File: src/rtl/alu_arbiter.sv
// rtl/alu_arbiter.sv - round-robin arbiter sharing one combinational alu between two requesters
// Optional per-requester accept counters o_cnt0/o_cnt1 are built when ALU_ARB_STAT_EN is defined.
module alu_arbiter #(
    parameter int DWIDTH = 32,
    parameter int FWIDTH = 3
) (
    input  logic              i_clk,
    input  logic              i_rst,
    input  logic              i_req0_valid,
    output logic              o_req0_ready,
    input  logic [DWIDTH-1:0] i_req0_a,
    input  logic [DWIDTH-1:0] i_req0_b,
    input  logic [FWIDTH-1:0] i_req0_func,
    output logic              o_rsp0_valid,
    input  logic              i_rsp0_ready,
    output logic [DWIDTH-1:0] o_rsp0_y,
    output logic              o_rsp0_c,
    input  logic              i_req1_valid,
    output logic              o_req1_ready,
    input  logic [DWIDTH-1:0] i_req1_a,
    input  logic [DWIDTH-1:0] i_req1_b,
    input  logic [FWIDTH-1:0] i_req1_func,
    output logic              o_rsp1_valid,
    input  logic              i_rsp1_ready,
    output logic [DWIDTH-1:0] o_rsp1_y,
    output logic              o_rsp1_c,
`ifdef ALU_ARB_STAT_EN
    output logic [15:0]       o_cnt0,
    output logic [15:0]       o_cnt1,
`endif
    output logic [DWIDTH-1:0] o_alu_a,
    output logic [DWIDTH-1:0] o_alu_b,
    output logic [FWIDTH-1:0] o_alu_func,
    input  logic [DWIDTH-1:0] i_alu_y,
    input  logic              i_alu_c
);

    typedef enum logic [1:0] {IDLE, EXEC, RESP} state_t;

    state_t            state;
    state_t            state_nxt;
    logic              last_grant;
    logic              owner;
    logic              grant;
    logic              accept;
    logic [DWIDTH-1:0] op_a;
    logic [DWIDTH-1:0] op_b;
    logic [FWIDTH-1:0] op_func;
    logic [DWIDTH-1:0] y0_q;
    logic [DWIDTH-1:0] y1_q;
    logic              c0_q;
    logic              c1_q;

    // Ready is gated by reset so it drops to 0 the moment reset asserts.
    always_comb begin
        state_nxt    = state;
        grant        = 1'b0;
        accept       = 1'b0;
        o_req0_ready = 1'b0;
        o_req1_ready = 1'b0;
        case (state)
            IDLE: begin
                if (i_req0_valid && i_req1_valid)
                    grant = ~last_grant;
                else
                    grant = i_req1_valid;
                if (!i_rst) begin
                    o_req0_ready = i_req0_valid && !grant;
                    o_req1_ready = i_req1_valid && grant;
                end
                accept = o_req0_ready || o_req1_ready;
                if (accept)
                    state_nxt = EXEC;
            end
            EXEC: state_nxt = RESP;
            RESP: begin
                if (owner ? i_rsp1_ready : i_rsp0_ready)
                    state_nxt = IDLE;
            end
            default: state_nxt = IDLE;
        endcase
    end

    always_ff @(posedge i_clk or posedge i_rst) begin
        if (i_rst) begin
            state      <= IDLE;
            last_grant <= 1'b1;
            owner      <= 1'b0;
            op_a       <= '0;
            op_b       <= '0;
            op_func    <= '0;
            y0_q       <= '0;
            y1_q       <= '0;
            c0_q       <= 1'b0;
            c1_q       <= 1'b0;
        end else begin
            state <= state_nxt;
            if (accept) begin
                owner      <= grant;
                last_grant <= grant;
                op_a       <= grant ? i_req1_a    : i_req0_a;
                op_b       <= grant ? i_req1_b    : i_req0_b;
                op_func    <= grant ? i_req1_func : i_req0_func;
            end
            // Per-requester result registers keep each response stable while idle.
            if (state == EXEC) begin
                if (owner) begin
                    y1_q <= i_alu_y;
                    c1_q <= i_alu_c;
                end else begin
                    y0_q <= i_alu_y;
                    c0_q <= i_alu_c;
                end
            end
        end
    end

`ifdef ALU_ARB_STAT_EN
    logic [15:0] cnt0_q;
    logic [15:0] cnt1_q;

    always_ff @(posedge i_clk or posedge i_rst) begin
        if (i_rst) begin
            cnt0_q <= '0;
            cnt1_q <= '0;
        end else if (accept) begin
            if (!grant && cnt0_q != 16'hFFFF)
                cnt0_q <= cnt0_q + 16'd1;
            if (grant && cnt1_q != 16'hFFFF)
                cnt1_q <= cnt1_q + 16'd1;
        end
    end

    assign o_cnt0 = cnt0_q;
    assign o_cnt1 = cnt1_q;
`endif

    assign o_alu_a      = op_a;
    assign o_alu_b      = op_b;
    assign o_alu_func   = op_func;
    assign o_rsp0_valid = (state == RESP) && !owner;
    assign o_rsp1_valid = (state == RESP) && owner;
    assign o_rsp0_y     = y0_q;
    assign o_rsp0_c     = c0_q;
    assign o_rsp1_y     = y1_q;
    assign o_rsp1_c     = c1_q;

endmodule
File: config.mk
export PLATFORM = sky130hd
export DESIGN_NAME = alu_arbiter
export DESIGN_NICKNAME = d
export VERILOG_FILES = /design/src/rtl/alu_arbiter.sv
export SDC_FILE = /design/constraint.sdc
export NUM_CORES = 1
export LEC_CHECK = 0
export ABC_AREA = 1
export BUFFER_PORTS_ARGS = -buffer_cell sky130_fd_sc_hd__buf_2
export CAP_MARGIN = 20
export CORE_ASPECT_RATIO = 0.9
export CORE_MARGIN = 1
export CORE_UTILIZATION = 36
export CTS_CLUSTER_DIAMETER = 50
export DETAILED_ROUTE_END_ITERATION = 12
export PLACE_DENSITY = 0.65
export SLEW_MARGIN = 20
export SYNTH_ARGS = -nofsm -noshare
export SYNTH_HDL_FRONTEND = slang
export SYNTH_SLANG_ARGS = --single-unit
File: constraint.sdc
create_clock -name i_clk -period 20.1 [get_ports i_clk]
set_clock_uncertainty 0.2 [all_clocks]
set_input_delay 6.03 -clock i_clk [delete_from_list [all_inputs] [get_ports i_clk]]
set_output_delay 6.03 -clock i_clk [all_outputs]
set_load 0.05 [all_outputs]
---- Yosys cells after proc, flatten, opt, wreduce, memory -nomap -nowiden ----
Index checks and enable logic that the tools add are counted.
storage, ports and cells
  register bits after elaboration ......... 137
  latch bits .............................. 0
  bits in writable memories ............... 0
  memory bits (read-only) ................. 0
  bits of input ports ..................... 173
  memories kept ........................... 0
operators by class
  add/subtract/negate cells ............... 0
  multiply operators ...................... 0
  div/mod/pow operators ................... 0
  $lt $le $gt $ge ......................... 0
  eq/ne operators ......................... 4
  shift operators ......................... 0
  mux-type cells .......................... 17
  bitwise operators ....................... 2
  reduce and logical (&&, ||, !) cells .... 12
operators by type and width
  cell                  count
  $mux W32              2
  $mux W1               11
  $pmux W2 S3           1
  $reduce_and A2 Y1     3
  $logic_and A1 B1 Y1   5
  $mux W2               2
  $ne A2 B2 Y1 const B  2
  $mux W3               1
  $eq A2 B1 Y1 const B  1
  $eq A2 B2 Y1 const B  1
  $logic_not A1 Y1      2
  $logic_not A2 Y1      1
  $not A1 Y1            2
  $logic_or A1 B1 Y1    1

---- Depth between registers and ports, before layout ----
  word-level depth ........................ 10
  gate-level depth with buffers ........... 8
  mapped depth without buffers ............ 6

---- Worst setup path before layout ----
Ideal clock, no wire load.
  kind .................................... input port to output port
  from .................................... input i_rst
  to ...................................... output o_req0_ready
  data arrival time ....................... 10,671 ps
  setup slack ............................. 3,199 ps
  cell stages on the path ................. 3
  path buffers ............................ 0
  path through ............................ inv_1 -> nand2_1 -> nor3b_1
on the way
  longest elaborated chain between the ends .. 3
ends and longest elaborated chain
  element                line  source
  start, declared        8     input logic i_rst,
  $mux W1                67    if (!i_rst) begin
  $mux W1 (2 in series)  61    case (state)
  end, declared          10    output logic o_req0_ready,
Every way passes these cells. The select of a mux whose other input is x is not followed.

---- Worst setup path after layout ----
Same ends and word-level chain as after synthesis.

==> impl_metrics.csv <==
group,metric,value,unit
floorplanning,die_h,126,um
route,drt_first_pass_iters,7,
clocking,clock-root-buffer,"clkbuf_16",
layout,final_cell_mix,"nand2_1, buf_2, dfrtp_1",
critical_path,setup.worst_path.end_class,"primary output",
job,cap_violations,0,
floorplanning,die_w,140,um
synthesis,synthCells,790,
synthesis,yosys.cell_types.count,14,
timing,whs,0.272,ns
power,p_int,0.779,mW
power,p_comb_share,53.5,%
place,dp_hpwl,12400,um
power,p_sw,0.903,mW
synthesis,synth_top_area_share,55.0,%
layout,final_common_cell,"nand2_1",
timing,fmax,72.9,MHz
place,placed_area,7840,um2
clocking,clk-insertion-delay-late,0.42,ns
synthesis,ys_warn_count,0,
clocking,post_cts_buffers,0,
timing,fin_crit_sh,68.3,%
synthesis,yosysTopAreaCell,"dfrtp_1",
power,pwr-share-clk,18.2,%
route,drc,0,
global_route,grt_pass1_vias,5867,
synthesis,synthTopCellsByArea,"dfrtp_1, nand2_1, nand4_1, o21ai_0, inv_1",
synthesis,ys_seq_elements,137,
clocking,cts_tree,"built",
synthesis,synth_area,6180,um2
timing,slew-limit-headroom,48.1,%
global_route,grt_first_pass_wirelength,29200,um
critical_path,cp-start-kind,"input port",
floorplanning,ios,310,
synthesis,syn_nets,963,
floorplanning,coreArea,16800,um2
layout,fin_cells,1294,
power,peakVddDrop,104,uV
clocking,ctsResizeCount,0,
layout,fin_nets,1243,
timing,setup_viol,0,
layout,synthToLayoutAreaGrowth,36.2,%
floorplanning,die_area,17700,um2
route,wl_per_cell,14.0,um
clocking,htree_levels,4,
layout,drive_gt1_share,32.9,%
route,ant_nets,0,
power,p_leak,4.98,nW
global_route,grt_max_degree,87,
layout,n_antenna_cell,0,
global_route,gr-usage-all-layers,21.2,%
clocking,clock_path_buffers,2,
critical_path,required,13.87,ns
floorplanning,start_util,36.7,%
timing,slew_violations,0,
critical_path,crit_arrival,7.49,ns
clocking,cts_buffers,17,
timing,worstMarginPinSlew,0.779,ns
power,swShare,53.7,%
route,drt_iter0_drc,367,
global_route,grt_overflow,0,
floorplanning,rows,45,
timing,final.setup.tns,0,ns
route,wirelength,18100,um
critical_path,worstSetupPathType,"input port to primary output",
run_status,outcome,"finished clean",
timing,hold_viol,0,
layout,design_area,8420,um2
critical_path,path_max_fanout,86,
place,gp_congestion,0.813,
worst_hold_path,hold_path_class,"register to register",
route,vias_per_cell,4.70,
clocking,ctsHoldBuffers,0,
global_route,antenna_found_initial,1,
route,num_vias,6082,
timing,period_minus_slack,13.72,ns
power,power_density,200,nW/um2
timing,rsz0062_at_grt,"false",
place,io_buffers,309,
clocking,clk_pin_slew,0.06,ns
synthesis,yosysSeqAreaShare,55.5,%
synthesis,syn_avg_cell_area,7.83,um2
power,p_seq_share,28.3,%
clocking,numClockSinks,137,
place,dp.cells,1262,
## synthesized netlist by cell type
cell type  count
buf_2         21
dfrtp_1      136
clkbuf_1      30
nor2_4         2
nand2_1      410
nand3_1        5
dfstp_2        1
nor3b_1        1
inv_2          1
inv_1         39
o21ai_0       67
nor2_1         4
nand4_1       67
buf_1          6
## cells by family (layout without fill, tap and decap cells)
logic type	count (synthesis)	count (layout)	share of synthesized area, %
AND/OR/NAND/NOR	489	489	32.8
buffers and inverters	97	390	6.31
AO/OA/AOI/OAI	67	67	5.42
flip-flops	137	137	55.5
## worst max-delay path, cell delays in order
cell     delay [ns]
buf_2          0.12
inv_6          0.50
nand2_1        0.23
nor3b_1        0.23
buf_2          0.29
## final timing paths
path,start,cells after the start,slack [ns],end
max,i_rst,5,6.38,o_req0_ready
min,o_alu_b[4],2,0.27,o_alu_b[4]
max reg2reg,state[0],9,17.02,o_alu_b[29]
min reg2reg,o_alu_b[4],2,0.27,o_alu_b[4]
max in group asynchronous,i_rst,3,12.91,o_alu_b[4]
min in group asynchronous,i_rst,2,5.53,o_rsp0_y[22]
## per-layer routing
metal,GRT usage [%],routed length [um]
met5,0,13
met4,9.05,436
met3,5.59,957
met2,34.8,8690
met1,26.4,8010
## cell type report
class | instances | area (um2)
fillers | 1667 | 8410
flip-flops and latches | 137 | 3430
multi-input cells | 556 | 2380
repair buffers | 318 | 1610
clock buffers | 20 | 437
well taps | 211 | 264
inverters | 40 | 155
clock inverters | 12 | 141
## registers in the layout (all words and copies together) (netlist names)
signal      cells
o_rsp0_c        1
owner           1
o_rsp1_y       32
last_grant      1
o_rsp1_c        1
o_alu_a        32
state           2
o_alu_func      3
o_alu_b        32
o_rsp0_y       32
## power groups by stage
stage | Sequential [mW] | Clock (mW) | Combinational, mW
2_1_floorplan | 0.928 | 0 | 0.228
3_3_place_gp | 0.475 | 0 | 0.900
3_5_place_dp | 0.477 | 0 | 0.908
4_1_cts | 0.476 | 0.314 | 0.908
5_1_grt | 0.492 | 0.326 | 0.961
6_report | 0.476 | 0.306 | 0.900
## through the flow
stage	total power, mW	worst slack, ns	utilization [%]
floorplan	1.16	3.20	-
global placement	1.38	6.33	46.6
detailed placement	1.39	6.35	46.6
CTS	1.70	6.35	50.0
global route	1.78	6.22	50.0
finish	1.68	6.38	50.0
Power figures use the tool's default switching activity.
